**src/rtl/mem_stage_pkg.sv**
```systemverilog
// mem_stage_pkg: shared load/store encodings, FSM states and bus width for the memory stage
package mem_stage_pkg;
    localparam int REG_BUS = 64;
    localparam logic [2:0] LSU_LB  = 3'b000;
    localparam logic [2:0] LSU_LH  = 3'b001;
    localparam logic [2:0] LSU_LW  = 3'b010;
    localparam logic [2:0] LSU_LD  = 3'b011;
    localparam logic [2:0] LSU_LBU = 3'b100;
    localparam logic [2:0] LSU_LHU = 3'b101;
    localparam logic [2:0] LSU_LWU = 3'b110;
    typedef enum logic [1:0] {MEM_IDLE, MEM_REQ, MEM_WAIT, MEM_OUT} state_t;
endpackage

```
**src/rtl/mem_stage_align.sv**
```systemverilog
// mem_align: byte-lane store mask/data, load shift and extension, and misalignment detection
module mem_align import mem_stage_pkg::*; #(
    parameter int XLEN = REG_BUS
) (
    input  logic [2:0]      off,
    input  logic [2:0]      funct3,
    input  logic [XLEN-1:0] st_data,
    input  logic [XLEN-1:0] rdata,
    output logic [7:0]      wmask,
    output logic [XLEN-1:0] wdata,
    output logic [XLEN-1:0] ldata,
    output logic            misalign
);
    logic [1:0]      sz;
    logic [XLEN-1:0] sh;
    assign sz = funct3[1:0];
    always_comb begin
        sh       = rdata >> {off, 3'b000};
        wmask    = (sz == 2'd0 ? 8'h01 : sz == 2'd1 ? 8'h03 : sz == 2'd2 ? 8'h0F : 8'hFF) << off;
        wdata    = st_data << {off, 3'b000};
        misalign = sz == 2'd1 ? off[0] : sz == 2'd2 ? |off[1:0] : sz == 2'd3 ? |off : 1'b0;
        ldata    = funct3 == LSU_LB  ? {{(XLEN-8){sh[7]}}, sh[7:0]} :
                   funct3 == LSU_LH  ? {{(XLEN-16){sh[15]}}, sh[15:0]} :
                   funct3 == LSU_LW  ? {{(XLEN-32){sh[31]}}, sh[31:0]} :
                   funct3 == LSU_LBU ? {{(XLEN-8){1'b0}}, sh[7:0]} :
                   funct3 == LSU_LHU ? {{(XLEN-16){1'b0}}, sh[15:0]} :
                   funct3 == LSU_LWU ? {{(XLEN-32){1'b0}}, sh[31:0]} : sh;
    end
endmodule

```
**src/rtl/mem_stage.sv**
```systemverilog
// mem_stage: load/store stage between exe_stage and register write-back
// Non-memory bundles bypass the FSM; memory bundles walk IDLE->REQ->WAIT->OUT.
module mem_stage import mem_stage_pkg::*; #(
    parameter int XLEN   = REG_BUS,
    parameter int ADDR_W = 64
) (
    input  logic              clk,
    input  logic              rst,
    input  logic              in_valid,
    output logic              in_ready,
    input  logic              in_is_load,
    input  logic              in_is_store,
    input  logic [2:0]        in_funct3,
    input  logic [XLEN-1:0]   in_alu_res,
    input  logic [XLEN-1:0]   in_st_data,
    input  logic [4:0]        in_rd_addr,
    input  logic              in_rd_wen,
    output logic              mem_req_valid,
    input  logic              mem_req_ready,
    output logic [ADDR_W-1:0] mem_req_addr,
    output logic              mem_req_wen,
    output logic [XLEN-1:0]   mem_req_wdata,
    output logic [7:0]        mem_req_wmask,
    input  logic              mem_resp_valid,
    input  logic [XLEN-1:0]   mem_resp_rdata,
    output logic              wb_valid,
    input  logic              wb_ready,
    output logic [4:0]        wb_rd_addr,
    output logic              wb_rd_wen,
    output logic [XLEN-1:0]   wb_rd_data,
    output logic              wb_misalign
);
    state_t          state, state_nx;
    logic [XLEN-1:0] addr_q, st_q, wdata, ldata;
    logic [2:0]      f3_q, off, f3;
    logic [4:0]      rd_q;
    logic            wen_q, store_q, xfer, is_mem, mis, req;
    logic [7:0]      wmask;
    assign in_ready = state == MEM_IDLE && (!wb_valid || wb_ready);
    assign xfer     = in_valid && in_ready;
    assign is_mem   = in_is_load || in_is_store;
    assign req      = state == MEM_REQ;
    // While idle the aligner checks the incoming address; afterwards it serves the captured bundle.
    assign off = state == MEM_IDLE ? in_alu_res[2:0] : addr_q[2:0];
    assign f3  = state == MEM_IDLE ? in_funct3 : f3_q;
    mem_align #(.XLEN(XLEN)) u_align (
        .off      (off),
        .funct3   (f3),
        .st_data  (st_q),
        .rdata    (mem_resp_rdata),
        .wmask    (wmask),
        .wdata    (wdata),
        .ldata    (ldata),
        .misalign (mis)
    );
    assign mem_req_valid = req;
    assign mem_req_addr  = req ? {addr_q[ADDR_W-1:3], 3'b000} : '0;
    assign mem_req_wen   = req && store_q;
    assign mem_req_wdata = req ? wdata : '0;
    assign mem_req_wmask = req ? wmask : '0;
    always_comb begin
        state_nx = state;
        case (state)
            MEM_IDLE: state_nx = xfer && is_mem && !mis ? MEM_REQ : MEM_IDLE;
            MEM_REQ:  state_nx = mem_req_ready ? MEM_WAIT : MEM_REQ;
            MEM_WAIT: state_nx = mem_resp_valid ? MEM_OUT : MEM_WAIT;
            default:  state_nx = wb_ready ? MEM_IDLE : MEM_OUT;
        endcase
    end
    always_ff @(posedge clk) begin
        if (rst) begin
            state       <= MEM_IDLE;
            addr_q      <= '0;
            st_q        <= '0;
            f3_q        <= '0;
            rd_q        <= '0;
            wen_q       <= 1'b0;
            store_q     <= 1'b0;
            wb_valid    <= 1'b0;
            wb_rd_addr  <= '0;
            wb_rd_wen   <= 1'b0;
            wb_rd_data  <= '0;
            wb_misalign <= 1'b0;
        end else begin
            state <= state_nx;
            if (xfer) begin
                addr_q  <= in_alu_res;
                st_q    <= in_st_data;
                f3_q    <= in_funct3;
                rd_q    <= in_rd_addr;
                wen_q   <= in_rd_wen && in_rd_addr != 5'd0;
                store_q <= in_is_store;
            end
            if (xfer && (!is_mem || mis)) begin
                wb_valid    <= 1'b1;
                wb_rd_addr  <= in_rd_addr;
                wb_rd_wen   <= !is_mem && in_rd_wen && in_rd_addr != 5'd0;
                wb_rd_data  <= is_mem ? '0 : in_alu_res;
                wb_misalign <= is_mem;
            end else if (state == MEM_WAIT && mem_resp_valid) begin
                wb_valid    <= 1'b1;
                wb_rd_addr  <= rd_q;
                wb_rd_wen   <= !store_q && wen_q;
                wb_rd_data  <= store_q ? '0 : ldata;
                wb_misalign <= 1'b0;
            end else if (wb_ready) begin
                wb_valid <= 1'b0;
            end
        end
    end
endmodule

```
**config.mk**
```make
export PLATFORM = sky130hd
export DESIGN_NAME = mem_stage
export DESIGN_NICKNAME = d
export VERILOG_FILES = /design/src/rtl/mem_stage_pkg.sv /design/src/rtl/mem_stage_align.sv /design/src/rtl/mem_stage.sv
export SDC_FILE = /design/constraint.sdc
export NUM_CORES = 1
export LEC_CHECK = 0
export CAP_MARGIN = 25
export CORE_ASPECT_RATIO = 1.1
export CORE_MARGIN = 3
export CORE_UTILIZATION = 25
export CTS_CLUSTER_DIAMETER = 50
export CTS_CLUSTER_SIZE = 16
export DETAILED_ROUTE_END_ITERATION = 6
export SKIP_CTS_REPAIR_TIMING = 1
export SYNTH_ARGS = -nofsm -noshare
export SYNTH_HDL_FRONTEND = slang
export SYNTH_SLANG_ARGS = --single-unit
```
**constraint.sdc**
```tcl
create_clock -name clk -period 2.8 [get_ports clk]
set_input_delay 0.42 -clock clk [delete_from_list [all_inputs] [get_ports clk]]
set_output_delay 0.42 -clock clk [all_outputs]
set_load 0.05 [all_outputs]
```
# Word-level counts from Yosys, hierarchy flattened
# Index checks and enable logic that the tools add are counted.
# Widths: inputs -> output; s select.
[classes]
addsub = 0
n_mul = 0
div_mod_pow = 0
n_lt_le_gt_ge = 0
n_eq_ne = 10
shifts = 3
muxes = 35
n_bitwise = 0
reduce_logical = 26
[op_table]
columns = ["operator", "n"]
rows = [
  ["$mux 64", 12],
  ["$shl 64x6->64", 1],
  ["$shr 64x6->64", 1],
  ["$mux 8", 4],
  ["$mux 1", 12],
  ["$logic_and 1x1->1", 11],
  ["$mux 5", 2],
  ["$eq 3x3->1 const B", 3],
  ["$shl 8x3->8", 1],
  ["$eq 2x2->1 const B", 3],
  ["$mux 3", 2],
  ["$pmux 2 s3", 1],
  ["$reduce_bool 5->1", 1],
  ["$eq 2x1->1 const B", 2],
  ["$logic_not 1->1", 4],
  ["$logic_not 2->1", 2],
  ["$mux 2", 2],
  ["$eq 3x1->1 const B", 1],
  ["$eq 3x2->1 const B", 1],
  ["$logic_not 3->1", 1],
  ["$logic_or 1x1->1", 3],
  ["$reduce_bool 3->1", 1],
  ["$reduce_or 3->1", 1],
  ["$reduce_bool 2->1", 1],
  ["$reduce_or 2->1", 1],
]
[totals]
ff_bits = 212
latchBits = 0
ramBits = 0
romBits = 0
output_inout_bits = 211
word_cells = 86
memories = 0

# Longest topological paths before layout
# Gate-level depths: netlist of run 1.
[depth]
word_depth = 12
mapped_depth = 11

# Modules after synthesis
# Synthesis of run 1 repeated with hierarchy kept, for this count alone.
[unflattened]
hier_cells = 1817
hier_area_um2 = 13780.7
[modules_own_cells]
columns = ["mod", "n_inst", "cells_per_inst", "area_each_um2"]
rows = [
  ["mem_stage", 1, 1253, 9504.1],
  ["mem_align", 1, 564, 4276.6],
]

# Least setup slack after synthesis of run 1
# No wires, ideal clock.
[synth_timing]
path_kind = "input to output"
from = "in in_alu_res[0]"
to = "out mem_req_wmask[7]"
arrival_ns = 3.085
t_required_ns = 2.380
slack_ns = -0.705
path_stages = 8
path_buffers = 4
path_cell_list = "or3b_2 nand2_2 buf_2 buf_2 buf_2 buf_2 o22ai_1 a211oi_1"
[synth_between]
elab_chain_len = 3
[synth_rtl]
columns = ["item", "line_no", "text"]
rows = [
  ["from (decl)", "mem_stage.sv:14", "input logic [XLEN-1:0] in_alu_res,"],
  ["$mux 3", "mem_stage.sv:44", "assign off = state == MEM_IDLE ? in_alu_res[2:0] : addr_q[2:0];"],
  ["$shl 8x3->8", "mem_stage_align.sv:19", "wmask = (sz == 2'd0 ? 8'h01 : sz == 2'd1 ? 8'h03 : sz == 2'd2 ? 8'h0F : 8'hFF) << off;"],
  ["$mux 8", "mem_stage.sv:60", "assign mem_req_wmask = req ? wmask : '0;"],
  ["to (decl)", "mem_stage.sv:23", "output logic [7:0] mem_req_wmask,"],
]
# Every way passes these cells.

# Worst setup path after layout of run 1
[layout_timing]
from = "reg state[0]"
to = "out mem_req_wdata[62]"
[layout_between]
elab_chain_len = 4
word_cells_on_any_way = 5
classes_between = "eq/ne: 1; shift: 1; mux: 2; reduce/logical: 1"
[layout_rtl]
columns = ["item", "line_no", "text"]
rows = [
  ["from (decl)", "mem_stage.sv:33", "state_t state, state_nx;"],
  ["from (signal assigned)", "mem_stage.sv:85", "state <= state_nx;"],
  ["$logic_not 2->1", "mem_stage.sv:44", ""],
  ["$mux 3", "mem_stage.sv:44", ""],
  ["$shl 64x6->64", "mem_stage_align.sv:20", "wdata = st_data << {off, 3'b000};"],
  ["$mux 64 (*)", "mem_stage.sv:59", "assign mem_req_wdata = req ? wdata : '0;"],
  ["to (decl)", "mem_stage.sv:22", "output logic [XLEN-1:0] mem_req_wdata,"],
]
# Mark *: on every way between the ends. The rest lies on a longest branch, timed or not.

==> results.py, run 1 <==
metrics = {
    "status": {
        "status": "finished with violations",
        "violations": "negative setup slack",
    },
    "logic_synthesis": {
        "synth_edf_count": 0,
        "synthCells": 1821,
        "ys_top_cells_by_area": "dfxtp_1 33%, nand2_1 14%, a21oi_1 9.8%",
        "yosysSeqAreaShare": 0.3257,
        "avgSynthCellArea_sq_um": 7.156,
        "synth_top_family_by_area": "simple AND/OR/NAND/NOR gates",
        "postSynth.asyncResetShare": 0,
        "synthMuxAreaShare": 0.07067,
        "synth_xor_area_frac": 0,
        "synth_cell_types": 69,
        "synth_seq_cells": 212,
        "yosys_most_used_dff": "dfxtp_1",
        "synth_warnings": 0,
        "synth-compound-area-share": 0.2532,
        "syn_area_sq_um": 13030,
        "yosys.area_share.simple": 0.2898,
        "yosysTopAreaCellShare": 0.3257,
        "synth_fa_ha_area_frac": 0,
        "yosysTopAreaCell": "dfxtp_1",
    },
    "layout": {
        "mostFrequentLayoutCells": "461 x nand2_1, 279 x clkdlybuf4s50_1, 211 x buf_4",
        "fill_cells": 5100,
        "mostFrequentLayoutCell": "nand2_1",
        "nets": 2568,
        "stdcell_area_sq_um": 22760,
        "area_delta_synth_final_pct": 74.67,
        "seq_area_sq_um": 4252,
        "multi_input_area_sq_um": 8697,
        "drive_gt1_frac": 0.2755,
    },
    "routing": {
        "drtIter0Drc": 1114,
        "drt-total-wl_um": 70270,
        "antenna_left": 0,
        "drt_first_pass_iters": 5,
        "drc": 0,
        "wl_per_cell_um": 23.03,
        "vias": 16030,
        "routed_via_density": 5.252,
    },
    "place": {
        "place_area_sq_um": 21040,
        "hpwl_um": 54200,
        "place.gp.congestion": 0.9150,
        "portBuffers": 416,
        "place_ws_ns": -0.5954,
    },
    "clock_tree": {
        "clock-sinks": 212,
        "root_buffer": "clkbuf_16",
        "clk_latency_ns": 0.59,
        "cts_tree": "yes",
        "h-tree-depth": 1,
        "numCtsBuffers": 29,
        "clk_pin_slew_ns": 0.06,
        "clk_path_buf_depth": 3,
    },
    "global_route": {
        "grt_pass1_vias": 15690,
        "grt-busiest-layer": "met2",
        "use_met1": 0.2807,
        "grt_max_degree": 93,
        "grt_pass1_wl_um": 101200,
        "track_usage": 0.2400,
        "grtUsageMet3": 0.05492,
        "antenna_found_initial": 6,
        "use_met2": 0.4276,
        "grt_remaining_overflow": 0,
    },
    "job": {
        "maxCapViolCount": 0,
    },
    "timing": {
        "tns_ns": -11.85,
        "skew_ns": 0.03565,
        "relSlewSlack": 0.3645,
        "hold_viol_final": 0,
        "drv_slew": 0,
        "finalCritPeriodShare": 1.113,
        "rsz0062_at_grt": "true",
        "setup_slack_ns": -0.3165,
        "setup_violations": 56,
        "min_period_ns": 3.116,
        "worst_pin_slew_ns": 0.9497,
        "max_freq_mhz": 320.9,
    },
    "worst_setup_path": {
        "cpPeakStageDelay_ns": 0.39,
        "slowest_stage": "dfxtp_4",
        "arrival_ns": 2.70,
        "required_ns": 2.38,
        "crit_chain": "o21a_4, nor2_4, buf_12, buf_12, buf_4, nand2_1, and3_1, a21oi_2, nand2_1, a21oi_2, buf_12",
        "critPathCaptureType": "primary output",
        "crit_type": "reg -> out",
        "start_kind": "register",
        "cp_common_cell": "buf_12",
        "cp_max_fo": 12,
    },
    "die": {
        "die-height_um": 245.5,
        "io-pin-count": 420,
        "std_cell_rows": 87,
        "dieArea_sq_um": 54900,
        "core_area_sq_um": 51380,
        "start_util": 0.2536,
        "die_x_um": 223.7,
    },
    "power_and_ir_drop": {
        "ir_worst_vdd_uv": 564.6,
        "p_leak_nw": 8.705,
        "powerDensity_nw_per_um2": 606.3,
    },
    "hold_path": {
        "hold_class": "in -> reg",
    },
}
==> cell usage after synthesis, drive strengths merged, types with 6 or more instances <==
| library cell | n |
|---|---|
| a311oi | 11 |
| nor2 | 136 |
| and2 | 78 |
| o21ai | 52 |
| and3 | 35 |
| mux2 | 24 |
| mux4 | 16 |
| a2bb2oi | 7 |
| o21bai | 17 |
| nand2 | 474 |
| a2111oi | 8 |
| buf | 77 |
| clkbuf | 91 |
| a21oi | 256 |
| nor3 | 13 |
| nand3 | 84 |
| nor4 | 13 |
| a211oi | 33 |
| mux2i | 29 |
| a221oi | 33 |
| a22oi | 25 |
| o211ai | 33 |
| o22ai | 9 |
| a311o | 6 |
| dfxtp | 212 |
==> flip-flops by register name (all words and copies together), names as in the netlist, 2 cells and up <==
register / cells
addr_q: 64
f3_q: 3
state: 2
wb_rd_data: 64
wb_rd_addr: 5
rd_q: 5
st_q: 64
==> critical path, delay by kind of cell (launching register included) <==
| family | cells | cell delay, ns |
|---|---|---|
| AOI/OAI and AO/OA | 3 | 0.59 |
| buffers and inverters | 4 | 0.60 |
| DFF | 1 | 0.39 |
| and+or+nand+nor | 4 | 0.51 |
==> through the flow <==
stage               hold WS, ns  power [mW]  utilization  cells
finish                   0.2822       13.80       0.4430   3051
global route             0.3075       14.44       0.4429   3048
CTS                      0.2747       13.57       0.4292   3035
detailed placement       0.4426       9.662       0.4096   2982
global placement         0.4375       9.613       0.4096   2982
floorplan                0.4317       6.863            -   1823
==> worst paths after layout <==
path	startpoint	to	slack [ns]	depth (start not counted)
worst min register to register	addr_q[24]	addr_q[24]	0.45	2
worst min-delay path	rst	addr_q[46]	0.28	2
worst max register to register	state[0]	wb_rd_data[26]	0.11	12
worst max-delay path	state[0]	mem_req_wdata[62]	-0.32	11
==> routing by layer <==
| layer | up-vias | share of wire |
|---|---|---|
| li1 | 7497 | - |
| met1 | 7681 | 0.39 |
| met2 | 692 | 0.49 |
| met3 | 147 | 0.077 |
| met4 | 8 | 0.044 |
| met5 | - | 0.00067 |
==> where the power goes <==
group | internal, mW | total (mW) | switching (mW)
registers | 3.37 | 3.68 | 0.308
clock network | 2.19 | 3.86 | 1.67
logic | 2.61 | 6.26 | 3.65
==> layout make-up <==
class                           instances  share of cell area
Multi-Input combinational cell       1438              0.3821
Timing Repair Buffer                  673              0.3491
Sequential cell                       212              0.1868
Tap cell                              667             0.03666
Clock buffer                           31             0.03221
Clock inverter                         22             0.01204
Inverter                                5           0.0008245
Antenna cell                            3           0.0003298
==> kinds of logic after synthesis <==
kind of cell | Yosys count
flops | 212
mux | 69
buf+inv | 173
compound gates | 510
other cells | 1
simple gates | 856
(Power assumes the default switching activity.)
==> run 2, diff against run 1 <==
--- a/config.mk
+++ b/config.mk
@@ -7,7 +7,7 @@
 export LEC_CHECK = 0
 export CAP_MARGIN = 25
 export CORE_ASPECT_RATIO = 1.1
-export CORE_MARGIN = 3
+export CORE_MARGIN = 10
 export CORE_UTILIZATION = 25
 export CTS_CLUSTER_DIAMETER = 50
 export CTS_CLUSTER_SIZE = 16
==> run 2 against run 1 <==
Effect of this change: the flow still finishes with violations (negative setup slack); register-to-register slack got worse by 0.07 ns; sequential cell count unchanged; clock power is 20% higher; die area rose by 12%; setup slack improved by 0.093 ns; largest cell class unchanged; power rose by 6.6%; critical path type unchanged; first-iteration DRC count decreased by 10%; sequential share of layout area decreased by 0.31 points; largest power group unchanged; cell area increased by 1.7%; combinational power rose by 2%; highest routed layer unchanged.
==> results.py, run 2 (same netlist as run 1, synthesis figures left out) <==
metrics = {
    "layout": {
        "mostFrequentLayoutCells": "463 x nand2_1, 278 x clkdlybuf4s50_1, 222 x buf_4",
        "mostFrequentLayoutCell": "nand2_1",
        "stdcell_area_sq_um": 23140,
        "drive_gt1_frac": 0.2856,
        "stdcell_count": 3075,
        "fin_util": 0.4504,
        "nets": 2585,
        "area_delta_synth_final_pct": 77.58,
        "largestRegisters": "addr_q (64), st_q (64), wb_rd_data (64)",
    },
    "status": {
        "status": "finished with violations",
        "violations": "negative setup slack",
    },
    "place": {
        "portBuffers": 416,
        "dpl.cell_count": 2979,
        "hpwl_um": 58940,
        "place_area_sq_um": 20980,
        "place.gp.congestion": 0.9536,
    },
    "global_route": {
        "antenna_found_initial": 10,
        "grt_remaining_overflow": 0,
        "track_usage": 0.2311,
        "grt_pass1_wl_um": 108200,
        "grt_max_degree": 91,
        "grt_pass1_vias": 16120,
    },
    "timing": {
        "hold_slack_ns": 0.2455,
        "hold_viol_final": 0,
        "setup_slack_ns": -0.2233,
        "drv_slew": 0,
        "worst_pin_slew_ns": 0.9037,
        "skew_ns": 0.01835,
        "rsz0062_at_grt": "true",
        "setup_violations": 53,
        "finalCritPeriodShare": 1.080,
        "min_period_ns": 3.023,
        "max_freq_mhz": 330.8,
        "relSlewSlack": 0.3953,
    },
    "routing": {
        "drt_first_pass_iters": 5,
        "routed_via_density": 5.222,
        "vias": 16060,
        "drc": 0,
        "drtIter0Drc": 1003,
        "drt-total-wl_um": 75030,
        "wl_per_cell_um": 24.40,
        "antenna_left": 0,
    },
    "worst_setup_path": {
        "required_ns": 2.38,
        "crit_type": "reg -> out",
        "cp_max_fo": 16,
        "arrival_ns": 2.60,
        "critPathCaptureType": "primary output",
        "start_kind": "register",
    },
    "die": {
        "start_util": 0.2536,
        "io-pin-count": 420,
        "die_x_um": 237.7,
        "core_area_sq_um": 51380,
        "std_cell_rows": 87,
        "die-height_um": 259.5,
        "dieArea_sq_um": 61670,
    },
    "clock_tree": {
        "cts_tree": "yes",
        "root_buffer": "clkbuf_16",
        "clk_latency_ns": 0.54,
        "h-tree-depth": 2,
        "clk_path_buf_depth": 3,
        "numCtsBuffers": 35,
        "clk_pin_slew_ns": 0.05,
        "clock-sinks": 212,
    },
    "job": {
        "maxCapViolCount": 0,
    },
    "power_and_ir_drop": {
        "powerDensity_nw_per_um2": 635.7,
        "p_leak_nw": 8.903,
        "total_power_mw": 14.71,
        "ir_worst_vdd_uv": 360.1,
    },
    "hold_path": {
        "hold_class": "in -> reg",
    },
}
-- run 2: cell types whose count changed in the layout (fill, tap and decap cells not counted), sizes merged --
cell	previous run	this run
buf	389	402
clkbuf	36	44
diode	3	6
bufinv	2	4
clkdlybuf4s50	279	278
clkinv	7	6
dlymetal6s2s	0	1
inv	18	17
-- run 2: cell type report --
type | instances | area, sq um
clock inverters | 22 | 285.3
fillers | 5098 | 28240
clock buffers | 41 | 950.9
diodes | 6 | 15.01
multi-input cells | 1438 | 8802
inverters | 5 | 18.77
flip-flops and latches | 212 | 4252
well taps | 667 | 834.6
repair buffers | 684 | 7983
-- run 2: stage by stage --
stage | setup WS (ns) | TNS [ns]
3_5_place_dp | -0.4985 | -36.47
6_report | -0.2233 | -6.711
2_1_floorplan | -0.2460 | -2.444
5_1_grt | -0.3109 | -12.38
3_3_place_gp | -0.4879 | -31.85
4_1_cts | -0.6148 | -34.54
-- run 2: path summary, 6_finish.rpt --
path	startpoint	endpoint	slack [ns]	cells after the start
hold / removal	in_alu_res[1]	addr_q[1]	0.25	3
setup / recovery	state[1]	mem_req_wdata[54]	-0.22	9
hold reg to reg	addr_q[20]	addr_q[20]	0.45	2
setup reg to reg	state[1]	wb_rd_data[32]	0.04	11
-- run 2: power by group --
group,internal [mW],leakage (nW),switching (mW)
clock network,2.88,0.607,1.76
registers,3.37,1.74,0.303
logic,2.67,6.55,3.73
total,8.92,8.90,5.79
-- run 2: routing by layer --
| metal | global-route usage | vias up | part of all wire |
|---|---|---|---|
| met1 | 0.2634 | 7717 | 0.40 |
| met4 | 0.07018 | 12 | 0.032 |
| met5 | 0 | - | 0.00092 |
| met3 | 0.06868 | 142 | 0.078 |
| met2 | 0.4080 | 647 | 0.49 |
| li1 | - | 7541 | - |
-- run 2: worst max-delay path, cell delays in order (launching register included) --
cell      delay, ns
dfxtp_4        0.40
or3b_4         0.45
nand2_4        0.12
buf_12         0.15
buf_12         0.15
nand2_1        0.08
nand3_1        0.10
a21oi_1        0.07
a211oi_2       0.34
buf_12         0.18
